File: src/rtl/seq_array_mult.sv
// Sequential radix-2 shift-add multiplier, WIDTH x WIDTH -> 2*WIDTH, unsigned or signed per operation.
// Optional MAC mode (product accumulates onto the previous result) enabled by defining SEQ_MULT_ACC_EN.
//
// state | meaning
// IDLE  | ready for operands, in_ready high
// CALC  | one shift-add iteration per cycle, WIDTH cycles
// DONE  | product valid and held until out_ready
module seq_array_mult #(
  parameter int WIDTH = 8,
  parameter int CNT_W = $clog2(WIDTH) + 1
) (
  input  logic               clk,
  input  logic               rst,
  input  logic               in_valid,
  output logic               in_ready,
  input  logic [WIDTH-1:0]   a,
  input  logic [WIDTH-1:0]   b,
  input  logic               signed_mode,
`ifdef SEQ_MULT_ACC_EN
  input  logic               acc_en,
`endif
  output logic               out_valid,
  input  logic               out_ready,
  output logic [2*WIDTH-1:0] product,
  output logic               busy
);

  localparam int PW = 2 * WIDTH;

  typedef enum logic [1:0] {IDLE, CALC, DONE} state_t;

  state_t           state, state_nxt;
  logic [WIDTH:0]   sext_a, sext_b, mag_a, mag_b;
  logic [WIDTH:0]   mcand, mplier;
  logic [PW:0]      acc, acc_sum, acc_nxt;
  logic [PW-1:0]    res_mag, res;
  logic [CNT_W-1:0] cnt;
  logic             neg, neg_in, cnt_last, accept;
`ifdef SEQ_MULT_ACC_EN
  logic             acc_en_q;
`endif

  // One extra bit so that |-2^(WIDTH-1)| is representable.
  always_comb begin
    sext_a = {signed_mode & a[WIDTH-1], a};
    sext_b = {signed_mode & b[WIDTH-1], b};
    mag_a  = sext_a[WIDTH] ? -sext_a : sext_a;
    mag_b  = sext_b[WIDTH] ? -sext_b : sext_b;
    neg_in = signed_mode & (a[WIDTH-1] ^ b[WIDTH-1]);
  end

  always_comb begin
    acc_sum = acc;
    if (mplier[0]) acc_sum[PW:WIDTH] = acc[PW:WIDTH] + mcand;
    acc_nxt = acc_sum >> 1;
    res_mag = acc_nxt[PW-1:0];
    res     = neg ? -res_mag : res_mag;
  end

  assign cnt_last = (cnt == CNT_W'(WIDTH - 1));
  assign accept   = in_valid & in_ready;

  always_ff @(posedge clk) begin
    if (rst) state <= IDLE;
    else     state <= state_nxt;
  end

  always_comb begin
    state_nxt = state;
    in_ready  = 1'b0;
    out_valid = 1'b0;
    busy      = 1'b0;
    case (state)
      IDLE: begin
        in_ready = ~rst;
        if (in_valid) state_nxt = CALC;
      end
      CALC: begin
        busy = 1'b1;
        if (cnt_last) state_nxt = DONE;
      end
      DONE: begin
        busy      = 1'b1;
        out_valid = 1'b1;
        if (out_ready) state_nxt = IDLE;
      end
      default: state_nxt = IDLE;
    endcase
  end

  always_ff @(posedge clk) begin
    if (rst) begin
      mcand    <= '0;
      mplier   <= '0;
      acc      <= '0;
      cnt      <= '0;
      neg      <= 1'b0;
      product  <= '0;
`ifdef SEQ_MULT_ACC_EN
      acc_en_q <= 1'b0;
`endif
    end else begin
      case (state)
        IDLE: begin
          if (accept) begin
            mcand    <= mag_a;
            mplier   <= mag_b;
            neg      <= neg_in;
            acc      <= '0;
            cnt      <= '0;
`ifdef SEQ_MULT_ACC_EN
            acc_en_q <= acc_en;
`endif
          end
        end
        CALC: begin
          acc    <= acc_nxt;
          mplier <= mplier >> 1;
          cnt    <= cnt + CNT_W'(1);
          // Result (and optional accumulation) is folded into the last iteration.
          if (cnt_last) begin
`ifdef SEQ_MULT_ACC_EN
            product <= (acc_en_q ? product : '0) + res;
`else
            product <= res;
`endif
          end
        end
        default: ;
      endcase
    end
  end

endmodule

File: config.mk
export PLATFORM = sky130hd
export DESIGN_NAME = seq_array_mult
export DESIGN_NICKNAME = d
export VERILOG_FILES = /design/src/rtl/seq_array_mult.sv
export SDC_FILE = /design/constraint.sdc
export NUM_CORES = 1
export LEC_CHECK = 0
export CAP_MARGIN = 20
export CORE_MARGIN = 3
export CORE_UTILIZATION = 62
export CTS_BUF_LIST = sky130_fd_sc_hd__clkbuf_8
export DETAILED_ROUTE_END_ITERATION = 8
export GPL_TIMING_DRIVEN = 0
export PLACE_DENSITY_LB_ADDON = 0.12
export SYNTH_ARGS = -nofsm -noshare
export SYNTH_HDL_FRONTEND = slang
export SYNTH_SLANG_ARGS = --single-unit
File: constraint.sdc
create_clock -name clk -period 6.3 [get_ports clk]
set_input_delay 0.63 -clock clk [delete_from_list [all_inputs] [get_ports clk]]
set_output_delay 0.63 -clock clk [all_outputs]
set_load 0.01 [all_outputs]
Word-level counts from Yosys, hierarchy flattened
Cells that the tools add are included.
W data, S select, Z words.
{"block": "word_totals", "regBits": 58, "inputBits": 21, "out_inout_bits": 19, "wordCells": 49}
{"block": "classes", "addsub": 5, "eq_ne": 7, "n_mux": 17, "n_bitwise": 6, "reduce_logical": 7}
{"operator": "$mux W9", "count": 4}
{"operator": "$pmux W17 S2", "count": 1}
{"operator": "$neg A9 Y9", "count": 2}
{"operator": "$pmux W9 S2", "count": 1}
{"operator": "$mux W17", "count": 1}
{"operator": "$mux W16", "count": 1}
{"operator": "$neg A16 Y16", "count": 1}
{"operator": "$add A9 B9 Y9", "count": 1}
{"operator": "$ne A2 B2 Y1 const B", "count": 4}
{"operator": "$pmux W4 S2", "count": 1}
{"operator": "$mux W2", "count": 3}
{"operator": "$pmux W2 S3", "count": 1}
{"operator": "$reduce_and A2 Y1", "count": 3}
{"operator": "$add A4 B1 Y4 const B", "count": 1}
{"operator": "$and A1 B1 Y1", "count": 4}
{"operator": "$eq A4 B3 Y1 const B", "count": 1}
{"operator": "$mux W4", "count": 1}
{"operator": "$mux W1", "count": 3}
{"operator": "$reduce_and A3 Y1", "count": 1}
{"operator": "$eq A2 B1 Y1 const B", "count": 1}
{"operator": "$eq A2 B2 Y1 const B", "count": 1}
{"operator": "$logic_not A2 Y1", "count": 1}
{"operator": "$reduce_bool A2 Y1", "count": 1}
{"operator": "$reduce_or A2 Y1", "count": 1}
{"operator": "other kinds (2)", "count": 2}

Depth between registers and ports, before layout
Gate-level depths: netlist (run 1).
{"block": "depth", "depth_word": 5, "ltp_mapped": 9, "depth_no_buf": 9}

Worst setup path before layout (run 1)
Ideal clock, no wire load.
{"block": "synth_timing", "path_kind": "reg-to-reg", "from": "register acc[8]", "to": "register product[15]", "setup_ns": 0.114, "arrival_ns": 2.595, "required_time_ns": 6.186, "setup_slack_ns": 3.591, "stages_incl_launch_ff": 10, "n_path_buf": 0, "synth_period_minus_slack_ns": 2.709, "path_cell_list": "dfxtp_1 -> ha_1 -> fa_1 -> nor4b_1 -> nor2_1 -> or3_1 -> or4_1 -> o31ai_2 -> xor2_1 -> a21o_1"}
{"block": "synth_between", "elab_chain_len": 4}
{"element": "from (decl)", "line_no": "35", "rtl": "logic [PW:0] acc, acc_sum, acc_nxt;"}
{"element": "from (signal assigned)", "line_no": "117", "rtl": "acc <= acc_nxt;"}
{"element": "$add A9 B9 Y9", "line_no": "54", "rtl": "if (mplier[0]) acc_sum[PW:WIDTH] = acc[PW:WIDTH] + mcand;"}
{"element": "$mux W9 *", "line_no": "54"}
{"element": "$neg A16 Y16", "line_no": "57", "rtl": "res = neg ? -res_mag : res_mag;"}
{"element": "$mux W16 *", "line_no": "57"}
{"element": "to (signal assigned)", "line_no": "125", "rtl": "product <= res;"}
{"element": "to (decl)", "line_no": "24", "rtl": "output logic [2*WIDTH-1:0] product,"}
Every way passes the cells marked *; elsewhere a longest branch is shown, timed or not.
A chain may end at the register's enable or synchronous reset.

Final worst setup path (run 1)
{"block": "layout_timing", "from": "register mcand[0]", "to": "register product[15]"}
{"block": "layout_between", "elab_chain_len": 4}
{"element": "from (decl)", "line_no": "34", "rtl": "logic [WIDTH:0] mcand, mplier;"}
{"element": "from (signal assigned)", "line_no": "106", "rtl": "mcand <= mag_a;"}
{"element": "$add A9 B9 Y9 *", "line_no": "54"}
{"element": "$mux W9 *", "line_no": "54"}
{"element": "$neg A16 Y16", "line_no": "57"}
{"element": "$mux W16 *", "line_no": "57"}
Marks and branches as above.

==> impl_results.md, run 1 <==
- Worst Path Required: 6.57 ns
- Fmax: 328 MHz
- FF-to-FF End: product[15]
- Vias per inst: 5.91
- Worst vdd ir: 0.000120 V
- Buffers & Inverters on Critical Path: 0
- P_int: 557 uW
- Post-route ant nets: 0
- Status: completed
- Post-route DRC: 0
- WL final: 7.69 mm
- Synth area leader: dfxtp_1
- DRT Pass-1 Iters: 4
- Clock H-tree levels: 2
- Full die area: 6200 um2
- Pleak: 1.45 nW
- Fin crit period: 3.05 ns
- TNS Setup: 0 ns
- Clock-pin slew on the worst setup and hold paths: 0.11 ns
- Worst Skew: 0.00992 ns
- Startpoint types: flop
- Final Net Count: 493
- Max-cap violations: 0
- CP peak stage delay: 0.47 ns
- Asr flop ratio synth: 0%
- Overflow after GRT: 0
- Fin. max-slew vios: 0
- PortBufs: 39
- Yosys warnings: 0
- Clock buffer depth: 2
- Fillers: 374
- Sw power: 239 uW
- Die H: 78.8 um
- Net Sw Frac: 30.0%
- Post CTS Setup Buffer Count: 0
- Post-CTS sizing: 0
- Final Cell Area: 3870 um2
- IO Count: 40
- Clk sinks: 56
- Global placement routability congestion: 0.817
- Clock root cell: clkbuf_8
- Syn nets: 447
- Die X: 78.8 um
- Hold_sp: product[7]
- CP startpoint: mcand[0]
- Fraction of layout instances using a drive strength above 1: 4.81%
- Vias: 3096
- TritonCTS Buffers: 5
- Hold_buf cts: 0
- Area Overhead vs Synth: 18.0%
- Largest net degree at the start of global routing: 19
- Fin crit share: 48.3%
- Slew @ Worst Pin: 0.772 ns
- Initial antenna violation count: 0
- TritonCTS clock tree: yes
- Tot Pwr: 796 uW
- CP arrival: 3.32 ns
- Vias in the first global route: 2807
- Worst Hold End: product[7]
- Core footprint: 4910 um2
- Post-Synthesis Cell Area: 3280 um2
- Initial DRC count: 249
- Max_slew headroom: 47.7%
- Worst R2R Start: mcand[0]
- Antenna cell count: 0
- Starting density of the core: 66.8%
- Seq/Total Area, Yosys: 34.2%
- Hold Path Depth: 2
- Cell Rows: 25
- Critical Path End Type: flop
- Worst-path fanout max: 3
- Sequential share of power: 47.7%
- Area after DPL: 3760 um2
- Netlist cell types: 51
- Final Hold Viols: 0
- Setup CP Type: reg -> reg
- Pwr dens: 206 nW/um2
- Detail Placement HPWL: 5.82 mm
- Main synth FF type: dfxtp_1
- Synthesized instance count: 410
- Top delay family on crit path: simple AND/OR/NAND/NOR gates
- Worst path cell trace: ha_1 -> fa_1 -> nor4b_1 -> nor2_1 -> or3_1 -> or4_1 -> o31ai_2 -> xor2_1 -> a21o_1
- Min Hold Slack: 0.459 ns
- Final setup fails: 0
- Clk_lat worst skew: 0.32 ns
- HP Class: reg -> reg
- Logic pwr share: 21.5%
- Slowest library cell on the worst path: fa_1
- Global-route wire length before repair: 12.6 mm
- Total GRT Usage: 25.5%
- Reg2Reg Depth: 9
- Synth Area per Inst: 8.00 um2
- Largest cells by area after synthesis: dfxtp_1 (34%), nand2_1 (6.5%), ha_1 (5.7%), a21oi_1 (5.3%), xnor2_1 (5.3%)
- Post-synth EDFFs: 0
- RSZ-0062 raised after global routing: false
- Clock network fraction of total power: 30.8%
- R2r setup slk: 3.25 ns
- Post-synth top area share: 34.2%
- Synthesized flop and latch total: 56
- Wire length per cell: 14.7 um
[sequential cells by signal, indices dropped and copies added (netlist names)]
name and flops:
state 2, product 16, mcand 9, acc 15, neg 1, mplier 9, cnt 4
[per-stage QoR]
step / instances / util, % / setup WS [ns]
6_report: 524 / 78.8 / 3.25
5_1_grt: 524 / 78.8 / 3.17
4_1_cts: 524 / 78.8 / 3.31
3_5_place_dp: 516 / 76.5 / 3.35
3_3_place_gp: 516 / 76.5 / 3.39
2_1_floorplan: 410 / - / 3.59
[logic make-up after synthesis]
kind of cell    share of synthesized area [%]
fa+ha+maj                                6.33
simple gates                             22.9
mux                                      3.16
flops                                    34.2
compound gates                           20.5
xor+xnor                                 7.47
buf+inv                                  5.53
[routing by layer]
metal	wire (um)	vias to the layer above	GRT usage, %
met5	0	-	0
met4	131	0	7.34
met3	444	15	4.42
met2	3660	103	44.5
met1	3450	1425	32.3
li1	-	1553	-
[cell usage after synthesis, types with 2 or more instances]
cell,n
xnor2_1,20
and3b_1,2
a31oi_1,6
mux2i_1,7
o211ai_1,3
clkbuf_1,17
or3_1,2
nor4_1,2
ha_1,15
mux2_2,3
nand2_1,57
a21oi_1,35
o31ai_1,5
nor3b_1,2
o41ai_1,2
nor2_1,32
nor3_1,11
clkbuf_8,3
a21o_1,3
a211oi_1,13
xor2_1,8
or4_1,2
nand3b_1,15
inv_1,19
nand3_1,13
dfxtp_1,56
a22oi_1,7
o21ai_0,23
nand2b_1,4
and3_1,2
[final cells by class]
type                    count  area [um2]  area share [%]
clock inverters             3        46.3            1.20
well taps                  67        83.8            2.17
repair buffers             39         390            10.1
inverters                  19        71.3            1.84
multi-input cells         314        1980            51.1
clock buffers               5        68.8            1.78
flip-flops and latches     56        1120            29.0
plain buffers              21         110            2.84
[worst max-delay path by stage]
| stage | to | cells after the start |
|---|---|---|
| after floorplan | product[15] | 9 |
| after global placement | product[15] | 9 |
| after detailed placement | product[15] | 9 |
| after CTS | product[15] | 9 |
| after global routing | product[15] | 9 |
| final | product[15] | 9 |
[layout by cell type (no fill, tap or decap), types with 3 or more instances in the layout]
master / Yosys / routed
nand2_1: 57 / 57
dfxtp_1: 56 / 56
clkdlybuf4s50_1: 0 / 39
a21oi_1: 35 / 35
nor2_1: 32 / 32
o21ai_0: 23 / 23
xnor2_1: 20 / 20
inv_1: 19 / 19
clkbuf_1: 17 / 17
nand3b_1: 15 / 15
ha_1: 15 / 15
a211oi_1: 13 / 13
nand3_1: 13 / 13
nor3_1: 11 / 11
clkbuf_8: 3 / 8
xor2_1: 8 / 8
a22oi_1: 7 / 7
mux2i_1: 7 / 7
a31oi_1: 6 / 6
o31ai_1: 5 / 5
nand2b_1: 4 / 4
o211ai_1: 3 / 3
mux2_2: 3 / 3
a21o_1: 3 / 3
[power by group through the flow]
stage	registers [mW]	clock network, mW	logic [mW]
final	0.379	0.245	0.171
after CTS	0.379	0.245	0.170
after floorplan	0.382	0	0.119
after global placement	0.386	0	0.164
after detailed placement	0.387	0	0.169
after global routing	0.381	0.260	0.189
[tightest hold or removal path: cells and delay by family (launching register included)]
family,cells,cell delay (ns)
DFF,1,0.33
and+or+nand+nor,1,0.05
AOI/OAI and AO/OA,1,0.05
(Power assumes the default switching activity.)
==> run 2: changes to the inputs <==
CORE_UTILIZATION = 58   (was 62)
clock period = 2.9 ns   (was 6.3 ns; I/O delays follow)
==> impl_results.md, run 2 (same netlist as run 1, synthesis figures left out) <==
- WL final: 7.58 mm (was 7.69 mm)
- Core footprint: 5300 um2 (was 4910 um2)
- Pwr dens: 426 nW/um2 (was 206 nW/um2)
- Slew @ Worst Pin: 0.842 ns (was 0.772 ns)
- Clk sinks: 56 (unchanged)
- Most frequent cells in the layout: nand2_1 (57), dfxtp_1 (54), clkdlybuf4s50_1 (39), a21oi_1 (35), nor2_1 (32) (was nand2_1 (57), dfxtp_1 (56), clkdlybuf4s50_1 (39), a21oi_1 (35), nor2_1 (32))
- Biggest register: product (unchanged)
- Status: completed (unchanged)
- TritonCTS clock tree: yes (unchanged)
- Vias per inst: 5.83 (was 5.91)
- Fin. max-slew vios: 0 (unchanged)
- Die H: 81.2 um (was 78.8 um)
- Overflow after GRT: 0 (unchanged)
- Worst path cell trace: ha_2 -> fa_1 -> nor4b_2 -> nor2_1 -> or3_4 -> or4_4 -> o31ai_2 -> xor2_1 -> a21o_1 (was ha_1 -> fa_1 -> nor4b_1 -> nor2_1 -> or3_1 -> or4_1 -> o31ai_2 -> xor2_1 -> a21o_1)
- Worst-path fanout max: 3 (unchanged)
- Clock buffer depth: 2 (unchanged)
- Tot Pwr: 1.65 mW (was 796 uW)
- Largest registers: product: 16 flops, acc: 15 flops (unchanged)
- Wire length per cell: 14.4 um (was 14.7 um)
- CP peak stage delay: 0.49 ns (was 0.47 ns)
- Full die area: 6600 um2 (was 6200 um2)
- Max_slew headroom: 43.0% (was 47.7%)
- Starting density of the core: 61.9% (was 66.8%)
- Post-route ant nets: 0 (unchanged)
- Startpoint types: flop (unchanged)
- Post-route DRC: 0 (unchanged)
- PortBufs: 39 (unchanged)
- Fin crit period: 2.87 ns (was 3.05 ns)
- Clock H-tree levels: 2 (unchanged)
- Fin crit share: 98.9% (was 48.3%)
- Worst Skew: 0.00986 ns (was 0.00992 ns)
- Clk_lat worst skew: 0.31 ns (was 0.32 ns)
- Clock root cell: clkbuf_8 (unchanged)
- Critical Path End Type: flop (unchanged)
- Worst Path Required: 3.12 ns (was 6.57 ns)
- Antenna cell count: 0 (unchanged)
- Top delay family on crit path: simple AND/OR/NAND/NOR gates (unchanged)
- Fraction of layout instances using a drive strength above 1: 6.13% (was 4.81%)
- Total GRT Usage: 23.7% (was 25.5%)
- Cell Rows: 26 (was 25)
- Vias: 3070 (was 3096)
- Area Overhead vs Synth: 18.0% (about the same)
- Final Net Count: 493 (unchanged)
- Clock-pin slew on the worst setup and hold paths: 0.11 ns (about the same)
- Vias in the first global route: 2772 (was 2807)
- DRT Pass-1 Iters: 4 (unchanged)
- Max-cap violations: 0 (unchanged)
- TNS Setup: 0 ns (unchanged)
- Initial antenna violation count: 0 (unchanged)
- Max FFs per register: 16 (unchanged)
- TritonCTS Buffers: 5 (unchanged)
- Worst vdd ir: 0.000285 V (was 0.000120 V)
- Detail Placement HPWL: 5.70 mm (was 5.82 mm)
- RSZ-0062 raised after global routing: true (was false)
- HP Class: reg -> reg (unchanged)
- CP arrival: 3.09 ns (was 3.32 ns)
- Die X: 81.2 um (was 78.8 um)
- Buffers & Inverters on Critical Path: 0 (unchanged)
- Final Hold Viols: 0 (unchanged)
- Initial DRC count: 192 (was 249)
- Global placement routability congestion: 0.834 (was 0.817)
- IO Count: 40 (unchanged)
- Fmax: 349 MHz (was 328 MHz)
- Global-route wire length before repair: 12.4 mm (was 12.6 mm)
- Final setup fails: 0 (unchanged)
- Setup CP Type: reg -> reg (unchanged)
- Pleak: 1.43 nW (was 1.45 nW)
- Largest net degree at the start of global routing: 19 (unchanged)
- Most common cell after layout, fill and taps aside: nand2_1 (unchanged)
- Slowest library cell on the worst path: fa_1 (unchanged)
## run 2: report_power, final
part,switching [mW],total (mW),internal [mW]
registers,0.0260,0.824,0.798
clock network,0.270,0.442,0.172
logic,0.226,0.384,0.158
## run 2: final cells by class
cell class | instances | area, um2
inverter | 19 | 71.3
timing repair buffer | 39 | 390
clock buffer | 5 | 68.8
sequential | 56 | 1120
multi-input combinational | 314 | 2000
fill | 424 | 1430
clock inverter | 3 | 23.8
buffer | 21 | 110
tap | 70 | 87.6
## run 2: metrics by stage
step | utilization [%] | setup WS, ns | std cells | hold WS, ns | area [um2]
3_5_place_dp | 70.9 | -0.0135 | 519 | 0.445 | 3760
6_report | 73.0 | 0.0324 | 527 | 0.455 | 3870
3_3_place_gp | 70.9 | -0.0187 | 519 | 0.438 | 3760
2_1_floorplan | - | 0.191 | 410 | 0.430 | 3280
5_1_grt | 73.0 | -0.0220 | 527 | 0.473 | 3870
4_1_cts | 72.8 | 0.00174 | 527 | 0.459 | 3860
## run 2: path summary, 6_finish.rpt
| path | cells past startpoint | slack, ns | end | startpoint |
|---|---|---|---|---|
| setup / recovery | 9 | 0.03 | product[15] | mcand[0] |
| hold / removal | 2 | 0.45 | product[8] | product[8] |
| setup reg to reg | 9 | 0.03 | product[15] | mcand[0] |
| hold reg to reg | 2 | 0.45 | product[8] | product[8] |
## run 2: worst register-to-register path, delay by kind of cell (launching register included)
family	cells	cell delay, ns
flip-flops	1	0.35
AND/OR/NAND/NOR	4	1.20
adder cells (fa/ha/maj)	2	0.69
AO/OA/AOI/OAI	2	0.43
XOR/XNOR	1	0.11
## run 2: timing repair
action	CTS	global route
gates resized for setup	1	5
endpoints found under the setup margin	1	1
buffers inserted	0	0
hold buffers	0	0
## run 2: layer usage
metal	routed length, um	GRT usage (%)	vias to the layer above
met1	3430	30.2	1432
li1	-	-	1546
met5	0	0	-
met4	60	5.91	0
met2	3650	42.0	82
met3	435	3.44	10
